### src/rtl/led_blink_core.sv
// Per-channel LED blinker driven by a 1 ms enable pulse, with half-periods
// programmed and read back over a chip-select register port.
module led_blink_core #(
  parameter int unsigned NUM_LEDS = 4,
  parameter int unsigned CNT_W    = 16,
  parameter int unsigned ADDR_W   = 4
) (
  input  logic                clk,
  input  logic                reset,
  input  logic                tick_1ms,
  input  logic                cs,
  input  logic                write,
  input  logic                read,
  input  logic [ADDR_W-1:0]   addr,
  input  logic [CNT_W-1:0]    wr_data,
  output logic [CNT_W-1:0]    rd_data,
  output logic [NUM_LEDS-1:0] led
);

  logic [CNT_W-1:0] period_all [NUM_LEDS];
  logic [CNT_W-1:0] rd_next;

  for (genvar g = 0; g < NUM_LEDS; g++) begin : g_ch
    logic [CNT_W-1:0] period_q;
    logic [CNT_W-1:0] cnt_q;
    logic             led_q;
    logic             wr_hit;

    // Out-of-range addresses never match any channel, so those writes drop.
    assign wr_hit = cs && write && (addr == ADDR_W'(g));

    always_ff @(posedge clk) begin
      if (!reset) begin
        period_q <= '0;
        cnt_q    <= '0;
        led_q    <= 1'b0;
      end else if (wr_hit) begin
        period_q <= wr_data;
        cnt_q    <= '0;
        led_q    <= 1'b0;
      end else if (tick_1ms) begin
        if (period_q == '0) begin
          cnt_q <= '0;
          led_q <= 1'b0;
        end else if (cnt_q >= period_q - CNT_W'(1)) begin
          cnt_q <= '0;
          led_q <= ~led_q;
        end else begin
          cnt_q <= cnt_q + CNT_W'(1);
        end
      end
    end

    assign period_all[g] = period_q;
    assign led[g]        = led_q;
  end

  always_comb begin
    rd_next = '0;
    for (int unsigned i = 0; i < NUM_LEDS; i++) begin
      if (addr == ADDR_W'(i)) rd_next = period_all[i];
    end
  end

  always_ff @(posedge clk) begin
    if (!reset) begin
      rd_data <= '0;
    end else if (cs && read) begin
      rd_data <= rd_next;
    end
  end

endmodule

### config.mk
export PLATFORM = sky130hd
export DESIGN_NAME = led_blink_core
export DESIGN_NICKNAME = d
export VERILOG_FILES = /design/src/rtl/led_blink_core.sv
export SDC_FILE = /design/constraint.sdc
export NUM_CORES = 1
export LEC_CHECK = 0
export CAP_MARGIN = 20
export CORE_UTILIZATION = 40
export DETAILED_ROUTE_END_ITERATION = 7
export SETUP_SLACK_MARGIN = 0.1
export SYNTH_ARGS = -nofsm -noshare
export SYNTH_HDL_FRONTEND = slang
export SYNTH_SLANG_ARGS = --single-unit
### constraint.sdc
create_clock -name clk -period 3.8 [get_ports clk]
set_input_delay 0.76 -clock clk [delete_from_list [all_inputs] [get_ports clk]]
set_output_delay 0.76 -clock clk [all_outputs]
set_load 0.03 [all_outputs]
* Yosys cells after proc, flatten, opt, wreduce, memory -nomap -nowiden
Index checks and enable logic that the tools add are counted.
Operators by class: multiplexer cells 20, eq/ne operators 3, magnitude comparators 4, reductions and logical operators 23, add/subtract/negate cells 8, bitwise gates (word level) 5
Operators with widths (number):
- 16-bit 2-to-1 mux | 12
- 16-bit by 1-bit adder with 16-bit output (second input constant) | 4
- 16-bit greater-or-equal comparator | 4
- 16-bit logical NOT | 4
- 16-bit by 1-bit subtractor with 16-bit output (second input constant) | 4
- 4-bit by 2-bit == test with 1-bit output (second input constant) | 2
- 1-bit 2-to-1 mux | 8
- 2-bit AND reduction | 4
- 2-bit nonzero test | 4
- 2-bit OR reduction | 4
- 1-bit logical AND | 6
- 1-bit inverter | 5
- 4-bit by 1-bit == test with 1-bit output (second input constant) | 1
- 4-bit logical NOT | 1
Storage, ports and cells: word-level logic and storage cells 76, flip-flop bits (word level) 148, bits of input ports 26

* Depth between registers and ports, before layout
depth in word-level cells 5, mapped depth 14

* Worst setup path before layout
Ideal clock, no wire load.
path type register -> register, from register g_ch[2].period_q[0], to register g_ch[2].led_q, path slack 406 ps, arrival 3266 ps, cell stages (with the launch flop) 15, setup time 128 ps, required time 3672 ps, period minus slack after synthesis 3394 ps, path through dfxtp_1 -> inv_1 -> ha_1 -> nor3b_1 -> nand2_1 -> or4_1 -> or4_1 -> xor2_1 -> ha_1 -> nand4_1 -> nor3_1 -> nand3_1 -> a31oi_1 -> buf_2 -> o32ai_1
On the way: longest elaborated chain between the ends 4, elaborated cells between the ends (all ways) 6
Ends and longest elaborated chain:
- start, declared | line 24 | logic [CNT_W-1:0] period_q;
- start signal, assigned | line 38 | period_q <= wr_data;
- 16-bit by 1-bit subtractor with 16-bit output | line 45 | end else if (cnt_q >= period_q - CNT_W'(1)) begin
- 16-bit greater-or-equal comparator | line 45
- 2-bit nonzero test (no line)
- 2-bit AND reduction (no line)
- end signal, assigned | line 47 | led_q <= ~led_q;
- end, declared | line 26 | logic led_q;
Parallel ways exist; a longest one is shown, timed or not. A chain may end at the register's enable or synchronous reset.

* Final worst setup path
Same ends and word-level chain as after synthesis.

==> impl_metrics.json <==
{
  "status": "finished, final reports clean",
  "path_buf_inv": 2,
  "yosys-top-cells-area": "dfxtp_1 32%, ha_1 9.8%, xor2_1 5.6%, nand2_1 5.3%, mux2i_1 5.1%",
  "worst_pin_slew_ps": 913,
  "crit_end": "g_ch[2].led_q",
  "clk_pin_slew_worst_paths_ps": 70,
  "clockBufferDepth": 2,
  "synthMuxAreaShare_pct": 5.92,
  "dieArea_mm2": 0.0235,
  "tritoncts": "done",
  "wl_per_cell_um": 17.0,
  "ir_drop_mv": 0.241,
  "netlist_area_mm2": 0.00915,
  "internal-power_mw": 2.83,
  "syn2layout_area_growth_pct": 15.0,
  "slew_headroom_pct": 38.9,
  "htreeDepth": 4,
  "synthDominantCellAreaShare_pct": 32.4,
  "synth_warnings": 0,
  "synth_fa_ha_area_share_pct": 9.84,
  "dr.first_iter.drc_count": 518,
  "drt-vias-per-instance": 5.56,
  "first_global_vias": 7159,
  "maxCapViolCount": 0,
  "crit_path_top_delay_cell": "or4_1",
  "antenna_cells": 0,
  "cp_cell_sequence": "inv_1, ha_1, nor3b_2, nand2_1, or4_1, or4_1, xor2_1, ha_1, nand4_1, nor3_1, nand3_2, a31oi_1, buf_4, o32ai_1",
  "routed_wl_um": 23800,
  "core_mm2": 0.0222,
  "fin_crit_ps": 3500,
  "yosysUniqueCellTypes": 62,
  "clockPowerShare_pct": 48.1,
  "port_buffers": 45,
  "p_leak_nw": 4.25,
  "critPathTopFamily": "simple AND/OR/NAND/NOR gates",
  "pwr_density_cell_mw_per_mm2": 356,
  "async_flop_share_pct": 0,
  "reg2reg_depth": 14,
  "start_kind": "flip-flop",
  "power.switching_uw": 922,
  "critPathArrivalTime_ps": 3790,
  "combPwrFrac_pct": 9.7,
  "rr_startpoint": "g_ch[2].period_q[0]",
  "die_w_um": 153,
  "drive_above_1_share_pct": 6.79,
  "cp.depth": 14,
  "holdBufCountCts": 0,
  "synth_xor_area_share_pct": 10.2,
  "setup_tns_ps": 0,
  "grt_antenna_before_repair": 0,
  "synth_ff_type": "dfxtp_1",
  "clock-sinks": 148,
  "syn-instance-count": 1070,
  "cpPeakStageDelay_ps": 430,
  "synth_common_cells": "148 x dfxtp_1, 130 x nand2_1, 74 x nor3_1",
  "track_usage_pct": 20.8,
  "synth_edf_count": 0,
  "finClkSkew_ps": 9.81,
  "cp_max_fo": 14,
  "slew_viol_final": 0,
  "cts-buffers-inserted": 17,
  "grt_overflow": 0,
  "fin_total_pwr_mw": 3.75,
  "cp.required_ps": 4100,
  "synth_simple_gate_area_share_pct": 26.7,
  "timing.rr.end": "g_ch[2].led_q",
  "grt_pass1_wl_um": 38300,
  "dpl.hpwl_um": 17700,
  "finalCritPeriodShare_pct": 92.0,
  "synth_most_common_cell": "dfxtp_1",
  "clock_latency_ps": 430,
  "synth_fp_nets": 1168,
  "ant_nets": 0,
  "setup_viol": 0,
  "synth_largest_area_cell": "dfxtp_1",
  "chipHeight_um": 153,
  "post-route-drc-count": 0,
  "grt_max_degree": 46,
  "reg2reg_slack_ps": 300,
  "yosysSeqAreaShare_pct": 32.4,
  "cp-startpoint": "g_ch[2].period_q[0]",
  "nNetsFinal": 1206,
  "synth_top_family_by_area": "simple AND/OR/NAND/NOR gates",
  "dr.pass1.iters": 5,
  "rows": 54,
  "min-delay-path-class": "flip-flop to flip-flop",
  "crit_path_end_kind": "flip-flop",
  "path_class": "flip-flop to flip-flop",
  "pwr-share-seq_pct": 42.2,
  "swShare_pct": 24.6,
  "root_buffer": "clkbuf_16",
  "dr_total_vias": 7777,
  "boundaryPins": 46,
  "grt_setup_unrepaired": "no",
  "synth.avg_cell_area_um2": 8.55,
  "fmax_mhz": 286,
  "hold_viol": 0,
  "initial_core_util_pct": 41.3,
  "synth_compound_area_share_pct": 10.9,
  "ys_ff_latch": 148,
  "gp_congestion": 0.856
}
-- per-stage QoR --
step	utilization [%]	hold WS, ps	setup slack, ps	instance area [um^2]	instances
finish	47.5	493	305	10500	1400
floorplan	-	448	406	9150	1070
detailed placement	44.6	486	299	9890	1369
CTS	47.5	497	289	10500	1400
global placement	44.6	480	357	9890	1369
global route	47.5	525	87.3	10500	1400
-- metal layers --
layer / GRT usage [%] / vias to the layer above / routed length, um
met5: 0 / - / 0
met4: 6.73 / 0 / 394
met3: 3.80 / 27 / 1390
met2: 31.2 / 195 / 10500
met1: 29.7 / 3634 / 11600
li1: - / 3921 / -
-- worst min path at each step --
stage | from | endpoint | slack [ps] | cells past startpoint
after floorplan | g_ch[1].led_q | g_ch[1].led_q | 450 | 2
after global placement | g_ch[0].led_q | g_ch[0].led_q | 480 | 2
after detailed placement | g_ch[1].led_q | g_ch[1].led_q | 490 | 2
after CTS | rd_data[10] | rd_data[10] | 500 | 2
after global routing | g_ch[0].led_q | g_ch[0].led_q | 520 | 2
final | g_ch[0].led_q | g_ch[0].led_q | 490 | 2
-- area by class of cell --
cell class                      count  area (um^2)
Inverter                           21         78.8
Tap cell                          280          350
Timing Repair Buffer               77          686
Multi-Input combinational cell    843         5830
Clock buffer                       19          443
Clock inverter                     12          179
Fill cell                        2190        11600
Sequential cell                   148         2960
-- placed cells by master (no fill, tap or decap), types with 4 or more instances in the layout --
master | netlist | layout
and4_1 | 9 | 9
nand4_1 | 40 | 40
a31oi_1 | 8 | 8
a21oi_1 | 27 | 27
clkbuf_16 | 0 | 17
o21ai_0 | 41 | 41
a221oi_1 | 13 | 13
ha_1 | 72 | 72
nor3b_1 | 20 | 19
xnor2_1 | 48 | 48
a22oi_1 | 5 | 5
or3_1 | 4 | 4
nand3_1 | 18 | 17
and3_1 | 8 | 8
nand2_1 | 130 | 130
a21boi_0 | 32 | 32
buf_4 | 6 | 32
and2_1 | 7 | 7
nor4_1 | 18 | 18
bufinv_16 | 0 | 4
inv_1 | 21 | 21
mux2i_1 | 47 | 47
nor3_1 | 74 | 74
nor2b_1 | 42 | 42
dfxtp_1 | 148 | 148
nand2b_1 | 7 | 7
or4_1 | 7 | 7
xor2_1 | 59 | 59
clkdlybuf4s50_1 | 0 | 44
nor2_1 | 63 | 63
-- timing repair --
item,CTS,global route
setup endpoints to repair,0,15
resized for setup,0,2
setup buffers,0,0
-- cell families (layout without fill, tap and decap cells) --
family,count (synthesis),after routing
mux,50,50
compound gates,149,149
xor+xnor,107,107
fa+ha+maj,72,72
buf+inv,79,129
simple gates,465,465
flops,148,148
-- worst register-to-register path: stages (launching register included) --
cell	delay [ps]
dfxtp_1	330
inv_1	80
ha_1	210
nor3b_2	230
nand2_1	120
or4_1	430
or4_1	420
xor2_1	160
ha_1	290
nand4_1	120
nor3_1	290
nand3_2	170
a31oi_1	190
buf_4	220
o32ai_1	90
-- registers in the layout, summed over array words and instances, names as in the netlist --
signal,cells
g_ch.cnt_q,64
g_ch.period_q,64
rd_data,16
g_ch.led_q,4
-- power groups by stage --
stage,clock network [mW],registers [mW],logic [mW]
2_1_floorplan,0,1.63,0.223
3_3_place_gp,0,1.62,0.359
3_5_place_dp,0,1.62,0.361
4_1_cts,1.84,1.58,0.364
5_1_grt,1.91,1.59,0.399
6_report,1.80,1.58,0.365
Power figures use the tool's default switching activity.
